[src/rtl/rb_access_arbiter_if.sv]
// Regbank write and read channel interfaces shared by the requesters, the arbiter and the regbank.
// The master drives the strobe and the fields; on the read channel the slave answers with data and valid.
interface reg_wrchan_if;
   logic [7:0]  addr;
   logic [15:0] data;
   logic [1:0]  bmask;
   logic        write;

   modport master (output addr, output data, output bmask, output write);
   modport slave  (input addr, input data, input bmask, input write);
endinterface

interface reg_rdchan_if;
   logic [7:0]  addr;
   logic        read;
   logic [15:0] data;
   logic        valid;

   modport master (output addr, output read, input data, input valid);
   modport slave  (input addr, input read, output data, output valid);
endinterface

[src/rtl/rb_access_arbiter.sv]
// Two-requester arbiter onto the single regbank write/read channel, with per-requester pending slots.
// Define RB_ARB_FIXED_PRIO_EN for fixed priority (requester 0 wins); otherwise round-robin.
module rb_access_arbiter #(
   parameter int          RD_TIMEOUT   = 16,
   parameter logic [15:0] TIMEOUT_DATA = 16'hDEAD
) (
   input  logic         i_clk,
   input  logic         i_rst_n,
   reg_wrchan_if.slave  sif_wr_req0,
   reg_rdchan_if.slave  sif_rd_req0,
   reg_wrchan_if.slave  sif_wr_req1,
   reg_rdchan_if.slave  sif_rd_req1,
   reg_wrchan_if.master mif_wr_rb,
   reg_rdchan_if.master mif_rd_rb,
   output logic         o_busy,
   output logic [1:0]   o_ovf,
   output logic         o_rd_timeout,
   output logic [1:0]   o_dbg_state
);

   typedef enum logic [1:0] {
      S_IDLE    = 2'd0,
      S_WR      = 2'd1,
      S_RD_WAIT = 2'd2
   } state_t;

   state_t      state_q, state_d;

   // Handshake: write/read are single-cycle strobes with no ready; valid is a one-cycle response pulse.
   logic [1:0]  wr_stb, rd_stb;
   logic [7:0]  wr_addr_in  [2];
   logic [15:0] wr_data_in  [2];
   logic [1:0]  wr_bmask_in [2];
   logic [7:0]  rd_addr_in  [2];

   logic [1:0]  wr_pend_q, rd_pend_q, pend;
   logic [7:0]  wr_addr_q  [2];
   logic [15:0] wr_data_q  [2];
   logic [1:0]  wr_bmask_q [2];
   logic [7:0]  rd_addr_q  [2];
   logic [1:0]  ovf_q;

   logic        sel;
   logic [1:0]  grant_wr, grant_rd;
   logic        txn_req_q;
   logic [7:0]  txn_addr_q;
   logic [15:0] txn_data_q;
   logic [1:0]  txn_bmask_q;
   logic [7:0]  tmo_cnt_q;
   logic        tmo_hit;
   logic [1:0]  ret_vld_q;
   logic [15:0] ret_data_q [2];
   logic        tmo_q;

   assign wr_stb         = {sif_wr_req1.write, sif_wr_req0.write};
   assign rd_stb         = {sif_rd_req1.read, sif_rd_req0.read};
   assign wr_addr_in[0]  = sif_wr_req0.addr;
   assign wr_addr_in[1]  = sif_wr_req1.addr;
   assign wr_data_in[0]  = sif_wr_req0.data;
   assign wr_data_in[1]  = sif_wr_req1.data;
   assign wr_bmask_in[0] = sif_wr_req0.bmask;
   assign wr_bmask_in[1] = sif_wr_req1.bmask;
   assign rd_addr_in[0]  = sif_rd_req0.addr;
   assign rd_addr_in[1]  = sif_rd_req1.addr;

   assign pend = wr_pend_q | rd_pend_q;

`ifdef RB_ARB_FIXED_PRIO_EN
   assign sel = ~pend[0];
`else
   logic ptr_q;
   assign sel = (&pend) ? ptr_q : ~pend[0];
`endif

   // A pending valid wins over the timeout in the last waiting cycle.
   assign tmo_hit = (state_q == S_RD_WAIT) && !mif_rd_rb.valid &&
                    (tmo_cnt_q == 8'(RD_TIMEOUT - 1));

   always_comb begin
      state_d  = state_q;
      grant_wr = 2'b00;
      grant_rd = 2'b00;
      case (state_q)
         S_IDLE: begin
            if (|pend) begin
               if (wr_pend_q[sel]) begin
                  grant_wr[sel] = 1'b1;
                  state_d       = S_WR;
               end else begin
                  grant_rd[sel] = 1'b1;
                  state_d       = S_RD_WAIT;
               end
            end
         end
         S_WR:      state_d = S_IDLE;
         S_RD_WAIT: if (mif_rd_rb.valid || tmo_hit) state_d = S_IDLE;
         default:   state_d = S_IDLE;
      endcase
   end

   always_ff @(posedge i_clk or negedge i_rst_n) begin
      if (!i_rst_n) begin
         state_q     <= S_IDLE;
         wr_pend_q   <= 2'b00;
         rd_pend_q   <= 2'b00;
         ovf_q       <= 2'b00;
         txn_req_q   <= 1'b0;
         txn_addr_q  <= 8'h00;
         txn_data_q  <= 16'h0000;
         txn_bmask_q <= 2'b00;
         tmo_cnt_q   <= 8'h00;
         ret_vld_q   <= 2'b00;
         tmo_q       <= 1'b0;
`ifndef RB_ARB_FIXED_PRIO_EN
         ptr_q       <= 1'b0;
`endif
         for (int r = 0; r < 2; r++) begin
            wr_addr_q[r]  <= 8'h00;
            wr_data_q[r]  <= 16'h0000;
            wr_bmask_q[r] <= 2'b00;
            rd_addr_q[r]  <= 8'h00;
            ret_data_q[r] <= 16'h0000;
         end
      end else begin
         state_q   <= state_d;
         ret_vld_q <= 2'b00;
         tmo_q     <= 1'b0;

         // The slot being granted this cycle is free to take a new strobe.
         for (int r = 0; r < 2; r++) begin
            if (wr_stb[r] && (!wr_pend_q[r] || grant_wr[r])) begin
               wr_pend_q[r]  <= 1'b1;
               wr_addr_q[r]  <= wr_addr_in[r];
               wr_data_q[r]  <= wr_data_in[r];
               wr_bmask_q[r] <= wr_bmask_in[r];
            end else if (grant_wr[r]) begin
               wr_pend_q[r] <= 1'b0;
            end
            if (rd_stb[r] && (!rd_pend_q[r] || grant_rd[r])) begin
               rd_pend_q[r] <= 1'b1;
               rd_addr_q[r] <= rd_addr_in[r];
            end else if (grant_rd[r]) begin
               rd_pend_q[r] <= 1'b0;
            end
            if ((wr_stb[r] && wr_pend_q[r] && !grant_wr[r]) ||
                (rd_stb[r] && rd_pend_q[r] && !grant_rd[r]))
               ovf_q[r] <= 1'b1;
         end

         if (|grant_wr) begin
            txn_req_q   <= sel;
            txn_addr_q  <= wr_addr_q[sel];
            txn_data_q  <= wr_data_q[sel];
            txn_bmask_q <= wr_bmask_q[sel];
         end else if (|grant_rd) begin
            txn_req_q  <= sel;
            txn_addr_q <= rd_addr_q[sel];
         end
`ifndef RB_ARB_FIXED_PRIO_EN
         if (|{grant_wr, grant_rd}) ptr_q <= ~sel;
`endif

         if (|grant_rd)
            tmo_cnt_q <= 8'h00;
         else if (state_q == S_RD_WAIT)
            tmo_cnt_q <= tmo_cnt_q + 8'd1;

         if (state_q == S_RD_WAIT && mif_rd_rb.valid) begin
            ret_vld_q[txn_req_q]  <= 1'b1;
            ret_data_q[txn_req_q] <= mif_rd_rb.data;
         end else if (tmo_hit) begin
            ret_vld_q[txn_req_q]  <= 1'b1;
            ret_data_q[txn_req_q] <= TIMEOUT_DATA;
            tmo_q                 <= 1'b1;
         end
      end
   end

   assign mif_wr_rb.write = (state_q == S_WR);
   assign mif_wr_rb.addr  = txn_addr_q;
   assign mif_wr_rb.data  = txn_data_q;
   assign mif_wr_rb.bmask = txn_bmask_q;
   assign mif_rd_rb.read  = (state_q == S_RD_WAIT) && (tmo_cnt_q == 8'h00);
   assign mif_rd_rb.addr  = txn_addr_q;

   assign sif_rd_req0.valid = ret_vld_q[0];
   assign sif_rd_req0.data  = ret_data_q[0];
   assign sif_rd_req1.valid = ret_vld_q[1];
   assign sif_rd_req1.data  = ret_data_q[1];

   assign o_busy       = (state_q != S_IDLE) || (|pend);
   assign o_ovf        = ovf_q;
   assign o_rd_timeout = tmo_q;
   assign o_dbg_state  = state_q;

endmodule

[src/flat_wrapper.sv]
// flat-port wrapper written by rule: the top's interface ports become plain ports
module rb_access_arbiter_flat 
#(
   parameter int          RD_TIMEOUT   = 16,
   parameter logic [15:0] TIMEOUT_DATA = 16'hDEAD
)
  (i_clk, i_rst_n, o_busy, o_ovf, o_rd_timeout, o_dbg_state, sif_wr_req0_addr, sif_wr_req0_data, sif_wr_req0_bmask, sif_wr_req0_write, sif_rd_req0_addr, sif_rd_req0_read, sif_rd_req0_data, sif_rd_req0_valid, sif_wr_req1_addr, sif_wr_req1_data, sif_wr_req1_bmask, sif_wr_req1_write, sif_rd_req1_addr, sif_rd_req1_read, sif_rd_req1_data, sif_rd_req1_valid, mif_wr_rb_addr, mif_wr_rb_data, mif_wr_rb_bmask, mif_wr_rb_write, mif_rd_rb_addr, mif_rd_rb_read, mif_rd_rb_data, mif_rd_rb_valid);
  reg_wrchan_if sif_wr_req0_i ();
  reg_rdchan_if sif_rd_req0_i ();
  reg_wrchan_if sif_wr_req1_i ();
  reg_rdchan_if sif_rd_req1_i ();
  reg_wrchan_if mif_wr_rb_i ();
  reg_rdchan_if mif_rd_rb_i ();
  input  logic i_clk;
  input  logic i_rst_n;
  output logic o_busy;
  output logic [1:0] o_ovf;
  output logic o_rd_timeout;
  output logic [1:0] o_dbg_state;
  input wire logic [$bits(sif_wr_req0_i.addr)-1:0] sif_wr_req0_addr;
  input wire logic [$bits(sif_wr_req0_i.data)-1:0] sif_wr_req0_data;
  input wire logic [$bits(sif_wr_req0_i.bmask)-1:0] sif_wr_req0_bmask;
  input wire logic [$bits(sif_wr_req0_i.write)-1:0] sif_wr_req0_write;
  input wire logic [$bits(sif_rd_req0_i.addr)-1:0] sif_rd_req0_addr;
  input wire logic [$bits(sif_rd_req0_i.read)-1:0] sif_rd_req0_read;
  output wire logic [$bits(sif_rd_req0_i.data)-1:0] sif_rd_req0_data;
  output wire logic [$bits(sif_rd_req0_i.valid)-1:0] sif_rd_req0_valid;
  input wire logic [$bits(sif_wr_req1_i.addr)-1:0] sif_wr_req1_addr;
  input wire logic [$bits(sif_wr_req1_i.data)-1:0] sif_wr_req1_data;
  input wire logic [$bits(sif_wr_req1_i.bmask)-1:0] sif_wr_req1_bmask;
  input wire logic [$bits(sif_wr_req1_i.write)-1:0] sif_wr_req1_write;
  input wire logic [$bits(sif_rd_req1_i.addr)-1:0] sif_rd_req1_addr;
  input wire logic [$bits(sif_rd_req1_i.read)-1:0] sif_rd_req1_read;
  output wire logic [$bits(sif_rd_req1_i.data)-1:0] sif_rd_req1_data;
  output wire logic [$bits(sif_rd_req1_i.valid)-1:0] sif_rd_req1_valid;
  output wire logic [$bits(mif_wr_rb_i.addr)-1:0] mif_wr_rb_addr;
  output wire logic [$bits(mif_wr_rb_i.data)-1:0] mif_wr_rb_data;
  output wire logic [$bits(mif_wr_rb_i.bmask)-1:0] mif_wr_rb_bmask;
  output wire logic [$bits(mif_wr_rb_i.write)-1:0] mif_wr_rb_write;
  output wire logic [$bits(mif_rd_rb_i.addr)-1:0] mif_rd_rb_addr;
  output wire logic [$bits(mif_rd_rb_i.read)-1:0] mif_rd_rb_read;
  input wire logic [$bits(mif_rd_rb_i.data)-1:0] mif_rd_rb_data;
  input wire logic [$bits(mif_rd_rb_i.valid)-1:0] mif_rd_rb_valid;
  assign sif_wr_req0_i.addr = sif_wr_req0_addr;
  assign sif_wr_req0_i.data = sif_wr_req0_data;
  assign sif_wr_req0_i.bmask = sif_wr_req0_bmask;
  assign sif_wr_req0_i.write = sif_wr_req0_write;
  assign sif_rd_req0_i.addr = sif_rd_req0_addr;
  assign sif_rd_req0_i.read = sif_rd_req0_read;
  assign sif_rd_req0_data = sif_rd_req0_i.data;
  assign sif_rd_req0_valid = sif_rd_req0_i.valid;
  assign sif_wr_req1_i.addr = sif_wr_req1_addr;
  assign sif_wr_req1_i.data = sif_wr_req1_data;
  assign sif_wr_req1_i.bmask = sif_wr_req1_bmask;
  assign sif_wr_req1_i.write = sif_wr_req1_write;
  assign sif_rd_req1_i.addr = sif_rd_req1_addr;
  assign sif_rd_req1_i.read = sif_rd_req1_read;
  assign sif_rd_req1_data = sif_rd_req1_i.data;
  assign sif_rd_req1_valid = sif_rd_req1_i.valid;
  assign mif_wr_rb_addr = mif_wr_rb_i.addr;
  assign mif_wr_rb_data = mif_wr_rb_i.data;
  assign mif_wr_rb_bmask = mif_wr_rb_i.bmask;
  assign mif_wr_rb_write = mif_wr_rb_i.write;
  assign mif_rd_rb_addr = mif_rd_rb_i.addr;
  assign mif_rd_rb_read = mif_rd_rb_i.read;
  assign mif_rd_rb_i.data = mif_rd_rb_data;
  assign mif_rd_rb_i.valid = mif_rd_rb_valid;
  rb_access_arbiter #(.RD_TIMEOUT(RD_TIMEOUT), .TIMEOUT_DATA(TIMEOUT_DATA)) u_core (.i_clk(i_clk), .i_rst_n(i_rst_n), .sif_wr_req0(sif_wr_req0_i), .sif_rd_req0(sif_rd_req0_i), .sif_wr_req1(sif_wr_req1_i), .sif_rd_req1(sif_rd_req1_i), .mif_wr_rb(mif_wr_rb_i), .mif_rd_rb(mif_rd_rb_i), .o_busy(o_busy), .o_ovf(o_ovf), .o_rd_timeout(o_rd_timeout), .o_dbg_state(o_dbg_state));
endmodule
[config.mk]
export PLATFORM = sky130hd
export DESIGN_NAME = rb_access_arbiter_flat
export DESIGN_NICKNAME = d
export VERILOG_FILES = /design/src/rtl/rb_access_arbiter_if.sv /design/src/rtl/rb_access_arbiter.sv /design/src/flat_wrapper.sv
export SDC_FILE = /design/constraint.sdc
export NUM_CORES = 1
export LEC_CHECK = 0
export ABC_AREA = 1
export CORE_ASPECT_RATIO = 0.75
export CORE_MARGIN = 2
export CORE_UTILIZATION = 40
export CTS_CLUSTER_DIAMETER = 150
export DETAILED_ROUTE_END_ITERATION = 7
export PLACE_DENSITY = 0.74
export SLEW_MARGIN = 20
export SYNTH_ARGS = -nofsm -noshare
export SYNTH_HDL_FRONTEND = slang
export SYNTH_SLANG_ARGS = --single-unit
export TNS_END_PERCENT = 20
[constraint.sdc]
create_clock -name i_clk -period 1.75 [get_ports i_clk]
set_clock_uncertainty 0.2 [all_clocks]
set_input_delay 0.35 -clock i_clk [delete_from_list [all_inputs] [get_ports i_clk]]
set_output_delay 0.35 -clock i_clk [all_outputs]
set_load 0.05 [all_outputs]
* Word-level counts from Yosys, hierarchy flattened
Cells that the tools add are included.
** Word-level totals
- Flip-flop bits (word level) :: 147
- Input bits :: 91
- Output and inout port bits :: 76
** Cells by class
- Add/subtract/negate cells :: 1
- Magnitude comparators :: 7
- Eq/ne operators :: 5
- Muxes and demuxes :: 52
- Bitwise operators :: 8
- Reduce and logical (&&, ||, !) cells :: 52
** Operators with widths (number)
- 8-bit two-way mux :: 10
- 16-bit two-way mux :: 4
- 32-bit two-way mux :: 2
- 32-bit bitwise mux :: 1
- 2-bit two-way mux :: 14
- 22-bit bitwise OR :: 1
- 1-bit logical AND :: 19
- 1-bit two-way mux :: 17
- 16-bit demux with 1-bit select :: 1
- 2-bit nonzero test :: 8
- 10-bit AND :: 1
- 10-bit inverter :: 1
- 1-bit logical NOT :: 9
- 8-bit by 1-bit adder with 8-bit output (second input constant) :: 1
- 8-bit by 4-bit equality test with 1-bit output (second input constant) :: 1
- 8-bit logical NOT :: 1
- 1-bit logical OR :: 8
- 2-bit OR reduction :: 3
- 2-bit greater-or-equal comparator (second input constant) :: 2
- 1-bit by 2-bit < comparator with 1-bit output (second input constant) :: 2
- 2-bit by 1-bit != test with 1-bit output (second input constant) :: 2
- 1-bit inverter with 2-bit output :: 2
- 2-bit case mux with 2 select lines :: 1
- 2-bit AND reduction :: 2
- 9 further kinds :: 12

* Depth between registers and ports, before layout
- Word-level depth :: 13
- Depth in mapped cells :: 10
- Depth with buffers taken out :: 9

* Least setup slack after synthesis
No wires, ideal clock.
- Path kind :: register -> output
- Start point :: register u_core.state_q[1] (netlist: u_core.o_dbg_state[1])
- End point :: output mif_rd_rb_read
- Arrival :: 2.458 ns
- Required time :: 1.200 ns
- Setup slack :: -1.258 ns
- Stages on the path, launching flop included :: 3
- Buffers on the path :: 0
- Path through :: dfrtp_1 -> nand2_2 -> nor4_1
** Between the ends
- Cells in the longest elaborated chain, start to end :: 2
** RTL lines
- from (decl) :: RTL line rb_access_arbiter.sv:27 : state_t state_q, state_d;
- from (signal assigned) :: RTL line rb_access_arbiter.sv:125 : state_q <= state_d;
- 2-bit equality test :: RTL line rb_access_arbiter.sv:183 : assign mif_rd_rb.read = (state_q == S_RD_WAIT) && (tmo_cnt_q == 8'h00);
- 1-bit logical AND :: RTL line rb_access_arbiter.sv:183
- to (decl) :: RTL line flat_wrapper.sv:41 : output wire logic [$bits(mif_rd_rb_i.read)-1:0] mif_rd_rb_read;
Every way passes these cells.

* Final worst setup path
- Start point :: register u_core.state_q[0] (netlist: u_core.o_dbg_state[0])
- End point :: output mif_rd_rb_read
The elaborated chain is that of the path after synthesis.

==> impl_metrics.csv <==
group,metric,value,unit
setup_path,cp-start-kind,"register",
power,p_comb_frac,0.580,
power,seq_power_share,0.268,
outcome,violations,"setup timing",
sta,max_freq,471,MHz
die,die_w,154,µm
sta,hold_viol,0,
routing,dr.pass1.iters,6,
logic_synthesis,syn-cell-area,6790,µm²
power,swShare,0.444,
finish,syn_to_final_growth,60.9,%
setup_path,crit_slowest_cell,"dfrtp_2",
logic_synthesis,ys_types,33,
sta,setup_viol,120,
sta,worst_slew_pin_slew,0.559,ns
setup_path,path_class,"register to output port",
sta,rsz0062_at_grt,"true",
setup_path,r2r-start,"u_core.o_dbg_state[0]$_DFFE_PN0P_",
power,max-vdd-ir-drop,1.05,mV
grt,antenna_found_initial,1,
finish,layout-drive-gt1-share,0.244,
setup_path,slowest_delay,0.44,ns
setup_path,cp.depth,4,
worst_hold_path,min_path_type,"primary input to async pin",
setup_path,path_cells,"inv_2 > nand2_4 > nor4_4 > buf_12",
routing,wl_per_cell,15.9,µm
cts,cts_tree,"built",
power,switchingPower,0.0106,W
die,core-area,16700,µm²
routing,vias,6556,
placement,post-place-ws,-0.253,ns
cts,clk_latency,0.41,ns
outcome,status,"finished, violations left",
routing,via_per_inst,5.13,
placement,place_hpwl,13700,µm
placement,place.gp.congestion,0.856,
grt,grt_pass1_wl,31400,µm
sta,fin_ws,-0.374,ns
die,die_h,117,µm
setup_path,r2r_end,"u_core.rd_addr_q[5]$_DFFE_PN0P_",
logic_synthesis,synth_warnings,0,
routing,routed_wl,20400,µm
routing,drt-initial-drc-count,489,
cts,cts-root-buf,"clkbuf_16",
finish,diodes,0,
cts,cts_sinks,147,
setup_path,cp.required,1.20,ns
power,cellInternalPower,0.0133,W
die,start_util,0.406,
cts,htree_levels,4,
setup_path,r2r_slack,-0.16,ns
die,die_area,18000,µm²
logic_synthesis,avgSynthCellArea,8.20,µm²
logic_synthesis,yosysSeqAreaShare,0.542,
logic_synthesis,synth_seq_cells,147,
setup_path,crit_family,"flip-flops",
setup_path,reg2regPathDepth,9,
cts,numCtsBuffers,17,
die,ioPinCount,167,
grt,grt_pass1_vias,6232,
cts,clk_path_buf_depth,2,
job,drv_cap,0,
setup_path,cp_num_buf_inv,2,
sta,period_share,1.21,
power,leakage,5.43,nW
sta,final.setup.tns,-5.99,ns
sta,relSlewSlack,0.626,
grt,grt-ovfl-total,0,
grt,grt_max_degree,42,
sta,period_needed,2.12,ns
logic_synthesis,synth_nets,921,
grt,grtUsageTotal,0.221,
setup_path,cp-endpoint,"mif_rd_rb_read",
placement,io_buffers,166,
routing,final_antenna_net_count,0,
logic_synthesis,synthCells,828,
power,p_clk_frac,0.152,
power,power_density,2180,nW/µm²
sta,drv_slew,0,
finish,nets,1143,
setup_path,cp_data_arrival_time,1.57,ns
routing,post-route-drc-count,0,
die,rows,41,
setup_path,crit_start,"u_core.o_dbg_state[0]$_DFFE_PN0P_",
setup_path,end_kind,"output port",
setup_path,cp_max_fo,8,
cts,clk_pin_slew_worst_paths,0.07,ns
cells by family (layout without fill, tap and decap cells):
family,Yosys count,after routing,share of synthesized area
and+or+nand+nor,493,495,0.311
adders and majority gates,2,2,0.00369
buffers and inverters,108,341,0.0717
DFF,147,147,0.542
xor gates and xnor gates,3,3,0.00387
AOI/OAI and AO/OA,75,75,0.0680
metrics by stage:
stage,power (W),hold slack (ns),cell area [µm²],instances,utilization
floorplan,0.0129,-0.146,6820,828,-
CTS,0.0224,0.231,10400,1250,0.619
global placement,0.0184,0.0906,9700,1213,0.580
global route,0.0252,0.270,10900,1278,0.653
finish,0.0239,0.226,10900,1278,0.653
detailed placement,0.0187,0.0926,9700,1213,0.580
registers in the layout, indices dropped and copies added (netlist names):
name	flops
u_core.o_dbg_state	2
u_core.wr_data_q	32
u_core.rd_pend_q	2
u_core.mif_wr_rb.bmask	2
u_core.o_rd_timeout	1
u_core.sif_rd_req1.data	16
u_core.wr_bmask_q	4
u_core.ptr_q	1
u_core.mif_wr_rb.data	16
u_core.tmo_cnt_q	8
u_core.ret_vld_q	2
u_core.wr_pend_q	2
u_core.rd_addr_q	16
u_core.txn_req_q	1
u_core.wr_addr_q	16
u_core.o_ovf	2
u_core.mif_rd_rb.addr	8
u_core.sif_rd_req0.data	16
final cells by class:
cell class | instances | area (µm²)
clock inverter | 11 | 116
tap | 215 | 269
clock buffer | 21 | 470
sequential | 147 | 3680
timing repair buffer | 252 | 3250
fill | 1242 | 5800
inverter | 57 | 221
multi-input combinational | 575 | 2910
worst min path at each step:
stage             from                                      to  slack [ns]  cells past startpoint
3_5_place_dp   i_rst_n           u_core.o_rd_timeout$_DFF_PN0_        0.09                      1
4_1_cts        i_rst_n  u_core.sif_rd_req1.data[2]$_DFFE_PN0P_        0.23                      2
2_1_floorplan  i_rst_n    u_core.mif_rd_rb.addr[0]$_DFFE_PN0P_       -0.15                      0
6_report       i_rst_n  u_core.sif_rd_req1.data[2]$_DFFE_PN0P_        0.23                      2
5_1_grt        i_rst_n  u_core.sif_rd_req1.data[2]$_DFFE_PN0P_        0.27                      2
3_3_place_gp   i_rst_n           u_core.o_rd_timeout$_DFF_PN0_        0.09                      1
placed cells by master (no fill, tap or decap), types with 6 or more instances in the layout:
cell / count
a21oi_1: 18
buf_12: 83
buf_4: 61
buf_6: 14
clkbuf_16: 19
clkdlybuf4s50_1: 89
dfrtp_1: 143
inv_1: 49
inv_6: 6
nand2_1: 311
nand2_2: 13
nand2_4: 7
nand3_1: 92
nand3_2: 11
nor2_1: 21
nor2_4: 6
o211ai_1: 18
o21ai_0: 15
o31ai_1: 13
or2_1: 15
metal layers:
| layer | vias up | share of wire | track usage |
|---|---|---|---|
| li1 | 3092 | - | - |
| met4 | 2 | 0.020 | 0.0796 |
| met2 | 300 | 0.47 | 0.339 |
| met1 | 3126 | 0.44 | 0.308 |
| met5 | - | 0.00064 | 0 |
| met3 | 36 | 0.075 | 0.0552 |
power groups by stage:
stage	registers (W)	logic, W	clock network [W]
after floorplan	0.00803	0.00491	0
after global placement	0.00632	0.0121	0
after detailed placement	0.00638	0.0123	0
after CTS	0.00635	0.0124	0.00367
after global routing	0.00657	0.0148	0.00382
final	0.00640	0.0138	0.00362
synth_stat cells:
master / number / area, µm²
nand3_4: 1 / 17.5
nand2_1: 325 / 1220
nor2_1: 26 / 97.6
a31oi_1: 2 / 12.5
buf_4: 12 / 90.1
and2_1: 1 / 6.26
o21ai_0: 15 / 75.1
nor2_2: 5 / 31.3
nand3_1: 103 / 515
clkinv_1: 1 / 3.75
o21a_1: 1 / 7.51
nand2_4: 3 / 33.8
or2_1: 15 / 93.8
nand4_2: 1 / 12.5
a21oi_1: 18 / 90.1
nor4_1: 1 / 6.26
inv_1: 53 / 199
o31ai_1: 13 / 97.6
buf_1: 2 / 7.51
buf_2: 17 / 85.1
xor2_1: 3 / 26.3
ha_1: 2 / 25.0
o21ai_1: 7 / 35.0
nand2_2: 6 / 37.5
clkbuf_1: 18 / 67.6
nand4_1: 2 / 12.5
o21ai_2: 1 / 8.76
nand3_2: 1 / 10.0
buf_6: 2 / 22.5
nor3_1: 3 / 15.0
dfrtp_1: 147 / 3680
o211ai_1: 18 / 135
inv_2: 3 / 11.3
repair_timing:
item | 4_1_cts | 5_1_grt
resized for setup | 9 | 70
hold buffers | 1 | 0
gates cloned | 0 | 6
setup buffers | 4 | 22
pin swaps | 3 | 33
endpoints found under the setup margin | 103 | 144
hold endpoints to repair | 36 | 0
Note: power is estimated with default switching activity, not from simulation.
